### config.mk
export PLATFORM = sky130hd
export DESIGN_NAME = clock_tolerance_monitor
export DESIGN_NICKNAME = d
export VERILOG_FILES = /design/src/rtl/clock_tolerance_monitor.sv
export SDC_FILE = /design/constraint.sdc
export NUM_CORES = 1
export LEC_CHECK = 0
export BUFFER_PORTS_ARGS = -buffer_cell sky130_fd_sc_hd__buf_2
export CAP_MARGIN = 20
export CORE_MARGIN = 1
export CORE_UTILIZATION = 53
export CTS_CLUSTER_SIZE = 14
export DETAILED_ROUTE_END_ITERATION = 12
export PLACE_DENSITY = 0.73
export SLEW_MARGIN = 20
export SYNTH_ARGS = -nofsm -noshare
export SYNTH_HDL_FRONTEND = slang
export SYNTH_SLANG_ARGS = --single-unit
### constraint.sdc
create_clock -name clk_inter -period 5.8 [get_ports clk_inter]
set_input_delay 0.58 -clock clk_inter [delete_from_list [all_inputs] [get_ports clk_inter]]
set_output_delay 0.58 -clock clk_inter [all_outputs]
set_load 0.01 [all_outputs]
### src/rtl/clock_tolerance_monitor.sv
// Clock tolerance monitor.
// Counts meas_clk rising edges and high samples over a fixed window of
// clk_inter cycles. It flags frequency and duty-cycle deviations and detects
// a stalled clock. meas_clk is asynchronous and is resynchronised here.
module clock_tolerance_monitor #(
    parameter int unsigned WINDOW       = 1000,
    parameter int unsigned EXP_EDGES    = 100,
    parameter int unsigned TOL_EDGES    = 2,
    parameter int unsigned DUTY_PCT     = 50,
    parameter int unsigned DUTY_TOL_PCT = 5,
    parameter int unsigned LOST_CYCLES  = 64
) (
    input  logic        clk_inter,
    input  logic        reset,
    input  logic        meas_clk,
    input  logic        start,
    input  logic        cont,
    output logic        busy,
    output logic        result_valid,
    output logic [31:0] edge_count,
    output logic [31:0] high_count,
    output logic        freq_ok,
    output logic        duty_ok,
    output logic        lost_clk
);

    localparam logic [1:0] ST_IDLE    = 2'd0;
    localparam logic [1:0] ST_SYNC    = 2'd1;
    localparam logic [1:0] ST_MEASURE = 2'd2;
    localparam logic [1:0] ST_EVAL    = 2'd3;

    localparam logic [31:0] WIN32      = 32'(WINDOW);
    localparam logic [31:0] LOST32     = 32'(LOST_CYCLES);
    localparam logic [31:0] EXP32      = 32'(EXP_EDGES);
    localparam logic [31:0] TOL32      = 32'(TOL_EDGES);
    localparam logic [47:0] DUTY_TGT48 = 48'(DUTY_PCT) * 48'(WINDOW);
    localparam logic [47:0] DUTY_TOL48 = 48'(DUTY_TOL_PCT) * 48'(WINDOW);

    // Counters stick at all-ones rather than wrapping.
    function automatic logic [31:0] sat_inc(input logic [31:0] v);
        return (v == 32'hFFFF_FFFF) ? v : v + 32'd1;
    endfunction

    logic [1:0]  rst_sync_q;
    logic        s1_q, s2_q, s3_q;
    logic [1:0]  state_q, state_d;
    logic [31:0] edge_cnt_q, edge_cnt_d;
    logic [31:0] high_cnt_q, high_cnt_d;
    logic [31:0] win_cnt_q, win_cnt_d;
    logic [31:0] stall_q, stall_d;
    logic [31:0] edge_count_q, edge_count_d;
    logic [31:0] high_count_q, high_count_d;
    logic        freq_ok_q, freq_ok_d;
    logic        duty_ok_q, duty_ok_d;
    logic        lost_q, lost_d;
    logic        rv_q, rv_d;

    logic        rst_ready;
    logic        edge_det;
    logic [31:0] freq_diff;
    logic [47:0] high_scaled;
    logic [47:0] duty_diff;
    logic        freq_in_tol;
    logic        duty_in_tol;

    assign rst_ready = rst_sync_q[1];
    assign edge_det  = s2_q & ~s3_q;

    // Reset release is resynchronised so the FSM cannot leave IDLE on a partial release.
    always_ff @(posedge clk_inter or negedge reset) begin
        if (!reset) rst_sync_q <= 2'b00;
        else        rst_sync_q <= {rst_sync_q[0], 1'b1};
    end

    // Two-flop synchroniser for meas_clk plus a history flop for edge detection.
    always_ff @(posedge clk_inter or negedge reset) begin
        if (!reset) begin
            s1_q <= 1'b0;
            s2_q <= 1'b0;
            s3_q <= 1'b0;
        end else begin
            s1_q <= meas_clk;
            s2_q <= s1_q;
            s3_q <= s2_q;
        end
    end

    // Tolerance checks as unsigned distances (larger minus smaller).
    always_comb begin
        high_scaled = {16'd0, high_cnt_q} * 48'd100;
        freq_diff   = (edge_cnt_q >= EXP32) ? (edge_cnt_q - EXP32) : (EXP32 - edge_cnt_q);
        duty_diff   = (high_scaled >= DUTY_TGT48) ? (high_scaled - DUTY_TGT48)
                                                  : (DUTY_TGT48 - high_scaled);
        freq_in_tol = (freq_diff <= TOL32);
        duty_in_tol = (duty_diff <= DUTY_TOL48);
    end

    // FSM next-state, measurement counters, stall watchdog and result capture.
    always_comb begin
        state_d      = state_q;
        edge_cnt_d   = edge_cnt_q;
        high_cnt_d   = high_cnt_q;
        win_cnt_d    = win_cnt_q;
        stall_d      = stall_q;
        edge_count_d = edge_count_q;
        high_count_d = high_count_q;
        freq_ok_d    = freq_ok_q;
        duty_ok_d    = duty_ok_q;
        lost_d       = lost_q;
        rv_d         = 1'b0;
        case (state_q)
            ST_IDLE: begin
                if (start && rst_ready) begin
                    state_d    = ST_SYNC;
                    lost_d     = 1'b0;
                    stall_d    = 32'd0;
                    edge_cnt_d = 32'd0;
                    high_cnt_d = 32'd0;
                    win_cnt_d  = 32'd0;
                end
            end
            ST_SYNC: begin
                // The aligning edge only opens the window; it is not counted.
                if (edge_det) begin
                    state_d    = ST_MEASURE;
                    stall_d    = 32'd0;
                    edge_cnt_d = 32'd0;
                    high_cnt_d = 32'd0;
                    win_cnt_d  = 32'd0;
                end else begin
                    stall_d = sat_inc(stall_q);
                    if (stall_d == LOST32) begin
                        lost_d  = 1'b1;
                        state_d = ST_EVAL;
                    end
                end
            end
            ST_MEASURE: begin
                win_cnt_d = sat_inc(win_cnt_q);
                if (edge_det) edge_cnt_d = sat_inc(edge_cnt_q);
                if (s2_q)     high_cnt_d = sat_inc(high_cnt_q);
                stall_d = edge_det ? 32'd0 : sat_inc(stall_q);
                // A stall takes priority over a window ending in the same cycle.
                if (!edge_det && (stall_d == LOST32)) begin
                    lost_d  = 1'b1;
                    state_d = ST_EVAL;
                end else if (win_cnt_d == WIN32) begin
                    state_d = ST_EVAL;
                end
            end
            default: begin
                rv_d         = 1'b1;
                edge_count_d = edge_cnt_q;
                high_count_d = high_cnt_q;
                freq_ok_d    = !lost_q && freq_in_tol;
                duty_ok_d    = !lost_q && duty_in_tol;
                if (cont && !lost_q) begin
                    state_d = ST_SYNC;
                    stall_d = 32'd0;
                end else begin
                    state_d = ST_IDLE;
                end
            end
        endcase
    end

    // State and result registers; a reset mid-window discards everything.
    always_ff @(posedge clk_inter or negedge reset) begin
        if (!reset) begin
            state_q      <= ST_IDLE;
            edge_cnt_q   <= 32'd0;
            high_cnt_q   <= 32'd0;
            win_cnt_q    <= 32'd0;
            stall_q      <= 32'd0;
            edge_count_q <= 32'd0;
            high_count_q <= 32'd0;
            freq_ok_q    <= 1'b0;
            duty_ok_q    <= 1'b0;
            lost_q       <= 1'b0;
            rv_q         <= 1'b0;
        end else begin
            state_q      <= state_d;
            edge_cnt_q   <= edge_cnt_d;
            high_cnt_q   <= high_cnt_d;
            win_cnt_q    <= win_cnt_d;
            stall_q      <= stall_d;
            edge_count_q <= edge_count_d;
            high_count_q <= high_count_d;
            freq_ok_q    <= freq_ok_d;
            duty_ok_q    <= duty_ok_d;
            lost_q       <= lost_d;
            rv_q         <= rv_d;
        end
    end

    assign busy         = (state_q != ST_IDLE);
    assign result_valid = rv_q;
    assign edge_count   = edge_count_q;
    assign high_count   = high_count_q;
    assign freq_ok      = freq_ok_q;
    assign duty_ok      = duty_ok_q;
    assign lost_clk     = lost_q;

endmodule

==> flow_summary.toml, run 1 <==
[synthesis]
avgSynthCellArea_um2 = 8.50
synthArstFlopShare = 1.00
syn_nets = 2019
ys_warn_count = 0
synth_compound_area_frac = 0.157
synth-adder-area-share = 0.127
ys_seq_area_frac = 0.320
synthSimpleGateAreaFrac = 0.225
synth_edf_count = 0
synth_xor_area_frac = 0.0666
synth_mux_area_frac = 0.0538
synth_seq_cells = 203
syn_inst = 1869
synth_cell_types = 81
synth_top_family_by_area = "simple AND/OR/NAND/NOR gates"
synth_top_flop_cell = "dfrtp_1"
synth_area_um2 = 15900

[floorplan]
placementRows = 63
io_pins = 74
initial_core_util = 0.537
die_height_um = 175
die_w_um = 175
core-area_um2 = 29600
die-area_um2 = 30700

[drt]
ant_nets = 0
drcViolationCount = 0
vias = 14200
avgRoutedWirePerCell_um = 17.2
routed_wl_um = 40700
via_per_inst = 6.03
firstDrtPassIters = 6
drt_iter0_drc = 1157

[global_route]
grt_max_degree = 139
grt_usage = 0.261
grt_pass1_wl_um = 66400
grt_pass1_vias = 13100
antenna_found_initial = 0
grt-ovfl-total = 0

[setup_path]
crit_chain = "ha_1 > ha_1 > inv_1 > fa_1 > inv_1 > ha_4 > and2_1 > a2111oi_4 > nor3_2 > nor2_1 > xnor2_1 > or4_4 > or4_4 > or4_4 > nor2_8 > nor2_1 > mux2i_1 > or4_1 > o32ai_2"
cp.arrival_ns = 6.12
critPathBufInv = 2
reg2reg_depth = 19
critPathMaxStageDelay_ns = 0.61
cp_top_family = "simple AND/OR/NAND/NOR gates"
crit_path_frequent_cell = "or4_4"
end_kind = "register"
reg2reg_to = "duty_ok"
crit_path_start_kind = "register"
r2r-start = "high_cnt_q[10]"
r2r_slack_ns = 0.12
worst_ep_required_time_ns = 6.24
cp_slowest_cell = "or4_4"
path_class = "register to register"
path_max_fanout = 7

[timing]
finalHoldViolCount = 0
finalCriticalPeriod_ns = 5.68
whs_ns = 0.0486
setup_ws_ns = 0.122
worstMarginPinSlew_ns = 1.03
fmax_ghz = 0.176
finalMaxSlewViolations = 0
finalCritPeriodShare = 0.979
max-slew-margin-rel = 0.312
finClkSkew_ns = 0.0240
finalSetupViolations = 0
tns_ns = 0

[finish]
mostFrequentLayoutCell = "nand2_1"
drive_gt1_frac = 0.163
fin_nets = 2103
final_core_util = 0.611
area_growth_pct = 13.7
mostFrequentLayoutCells = "nand2_1, dfrtp_1, nor2_1"

[clock_tree]
ctsHoldBuffers = 0
cts_root_buf = "clkbuf_16"
cts_tree = "yes"
clk_pin_slew_ns = 0.07
clockBufferDepth = 3
h-tree-depth = 1
cts_buffers = 24
clock-sinks = 203
clock_latency_ns = 0.53

[pwr]
power_density_nw_per_um2 = 250
p_total_mw = 4.51
p_leak_nw = 8.63
ir_drop_mv = 0.234

[place]
gp_congestion = 0.905
port_buffers = 73
pre_cts_ws_ns = -0.0458
dp_hpwl_um = 29800

[min_path]
hold_class = "primary input to async pin"

[status]
status = "complete, no violations"

[run]
cap_violations = 0
## area by class of cell
cell class | count | area, um2
clock buffer | 31 | 688
tap | 390 | 488
antenna | 1 | 2.50
inverter | 110 | 413
sequential | 203 | 5080
timing repair buffer | 150 | 968
multi-input combinational | 1464 | 10300
clock inverter | 12 | 170
fill | 2563 | 11500
## report_power, final
part | internal, mW | switching, mW
registers | 1.46 | 0.0490
clock network | 1.01 | 0.617
logic | 0.427 | 0.946
## sequential cells by signal, indices dropped and copies added, names as in the netlist
name,cells
edge_cnt_q,32
edge_count,32
high_cnt_q,32
high_count,32
stall_q,32
win_cnt_q,32
rst_sync_q,2
state_q,2
duty_ok,1
freq_ok,1
lost_clk,1
result_valid,1
s1_q,1
s2_q,1
s3_q,1
## logic make-up (layout without fill, tap and decap cells)
kind of cell / after synthesis / in the layout
simple gates: 732 / 732
buf+inv: 202 / 303
other cells: 1 / 2
flops: 203 / 203
mux: 77 / 77
fa+ha+maj: 145 / 145
xor+xnor: 120 / 120
compound gates: 389 / 389
## synthesized netlist by cell type (51+ instances only)
library cell,count,share of area
nand4_1,51,0.020
inv_1,110,0.026
a21oi_1,83,0.026
clkbuf_1,79,0.019
xor2_1,54,0.030
mux2_2,67,0.047
nand3_1,62,0.020
ha_1,118,0.093
dfrtp_1,203,0.32
xnor2_1,65,0.036
nor2_1,162,0.038
nand2_1,233,0.055
o21ai_0,122,0.038
## timing repair
item	4_1_cts	5_1_grt
setup endpoints to repair	1	1
setup buffers	3	11
cloned	0	0
resized for setup	5	27
pin swaps	4	19
## how the worst max path moves through the flow
stage / startpoint / endpoint / slack (ns) / cells past startpoint
2_1_floorplan: high_cnt_q[9] / duty_ok / 0.001 / 20
3_3_place_gp: high_cnt_q[10] / duty_ok / 0.03 / 18
3_5_place_dp: high_cnt_q[10] / duty_ok / -0.05 / 19
4_1_cts: high_cnt_q[4] / duty_ok / 0.005 / 16
5_1_grt: high_cnt_q[10] / duty_ok / -0.12 / 21
6_report: high_cnt_q[10] / duty_ok / 0.12 / 19
## stage by stage
stage / area, um2 / std cells
2_1_floorplan: 15900 / 1869
3_3_place_gp: 16900 / 2303
3_5_place_dp: 16900 / 2303
4_1_cts: 17800 / 2349
5_1_grt: 18100 / 2360
6_report: 18100 / 2361
## metal layers
metal,track usage,wire length [um],vias up
met2,0.419,18700,443
met4,0.0699,939,0
met1,0.375,18800,6878
met5,0,0,-
met3,0.0274,2280,62
li1,-,-,6844
(Power assumes the default switching activity.)
==> run 2, diff against run 1 <==
PLACE_DENSITY = 0.7   (was 0.73)
RECOVER_POWER = 100   (was default)
clock period = 7.2 ns   (was 5.8 ns; I/O delays follow)
==> flow_summary.toml, run 2 (synthesis gave the netlist of run 1 again) <==
[place]
gp_congestion = 0.909
dp.cells = 2250
port_buffers = 73
dp_hpwl_um = 29400

[timing]
max-slew-margin-rel = -1.24
finalMaxSlewViolations = 235
finalHoldViolCount = 0
grt_setup_unrepaired = "no"
finalCriticalPeriod_ns = 6.42
fmax_ghz = 0.156
whs_ns = 0.350
tns_ns = 0
finalSetupViolations = 0
worstMarginPinSlew_ns = 3.37
finClkSkew_ns = 0.0196
finalCritPeriodShare = 0.892

[pwr]
comb_power_share = 0.313
sequentialPowerShare = 0.351
p_total_mw = 3.47
ir_drop_mv = 0.190
power_density_nw_per_um2 = 202
p_clk_frac = 0.336
p_leak_nw = 7.88
p_int_mw = 2.19
p_sw_mw = 1.27
switching_share = 0.367

[drt]
firstDrtPassIters = 5
via_per_inst = 6.00
avgRoutedWirePerCell_um = 17.4
drcViolationCount = 0
drt_iter0_drc = 1096
vias = 13800
routed_wl_um = 39800
ant_nets = 0

[floorplan]
placementRows = 63
initial_core_util = 0.537
die_height_um = 175
die-area_um2 = 30700
io_pins = 74
core-area_um2 = 29600
die_w_um = 175

[clock_tree]
clk_pin_slew_ns = 0.06
clockBufferDepth = 3
cts_buffers = 24
ctsHoldBuffers = 0
cts_root_buf = "clkbuf_16"
cts_resized = 0
cts_tree = "yes"
h-tree-depth = 1
clock-sinks = 203
clock_latency_ns = 0.52
postCtsSetupRepairBufs = 0

[run]
cap_violations = 4

[global_route]
antenna_found_initial = 0
grt_max_degree = 131
grt-ovfl-total = 0
grt_pass1_wl_um = 66200
grt_pass1_vias = 13100
grt_usage = 0.261

[finish]
area_growth_pct = 7.80
n_antenna_cell = 0
seq_area_um2 = 5080
mostFrequentLayoutCell = "nand2_1"
drive_gt1_frac = 0.0809
fill_cells = 2735
multi_input_area_um2 = 10000
mostFrequentLayoutCells = "nand2_1, dfrtp_1, nor2_1"
fin_nets = 2037
final_cells = 2293

[setup_path]
path_class = "register to register"
path_max_fanout = 9
cp.arrival_ns = 6.81
crit_path_start_kind = "register"
end_kind = "register"
worst_ep_required_time_ns = 7.59

[status]
violations = "max-capacitance violations, max-slew violations"
status = "finished, violations left"

[min_path]
hold_class = "register to register"
run 2: layout make-up:
type | instances | share of cell area
clock buffer | 34 | 0.0414
sequential | 203 | 0.297
timing repair buffer | 84 | 0.0216
tap | 390 | 0.0285
multi-input combinational | 1464 | 0.585
inverter | 110 | 0.0241
clock inverter | 8 | 0.00292
run 2: path summary, 6_finish.rpt:
check                                   start              to  slack, ns  cells past startpoint
worst max-delay path            high_cnt_q[7]         duty_ok       0.78                     18
worst min-delay path                     s1_q            s2_q       0.35                      0
worst max register to register  high_cnt_q[7]         duty_ok       0.78                     18
worst min register to register           s1_q            s2_q       0.35                      0
max in group asynchronous               reset  high_cnt_q[27]       2.96                      2
min in group asynchronous               reset     stall_q[12]       1.21                      1
run 2: through the flow:
step / setup slack [ns] / util / instance area [um2]
floorplan: 1.29 / - / 15900
global placement: 1.05 / 0.557 / 16500
detailed placement: 0.970 / 0.557 / 16500
CTS: 0.968 / 0.583 / 17200
global route: 0.380 / 0.579 / 17100
finish: 0.780 / 0.579 / 17100
run 2: worst max-delay path, stage by stage (launching register included):
cell and delay [ns]:
dfrtp_1 0.47, ha_1 0.33, ha_1 0.27, inv_1 0.05, fa_1 0.50, inv_1 0.04
ha_1 0.41, nand4_1 0.16, or3_1 0.39, a21oi_1 0.40, nor3_4 0.11, xnor2_1 0.20
or4_4 0.53, or4_4 0.57, or4_4 0.61, o41ai_1 0.46, xor2_1 0.10, or4_1 0.48
o32ai_1 0.23
run 2: power groups by stage:
stage	Sequential [mW]	Combinational (mW)	Clock, mW
floorplan	1.23	0.777	0
global placement	1.24	1.06	0
detailed placement	1.24	1.08	0
CTS	1.22	1.09	1.19
global route	1.22	1.20	1.23
finish	1.22	1.09	1.16
run 2: metal layers:
layer	routed length (um)	track usage	vias up
li1	-	-	6698
met1	18400	0.360	6635
met2	18600	0.426	354
met3	1800	0.0313	75
met4	1020	0.0804	0
met5	0	0	-
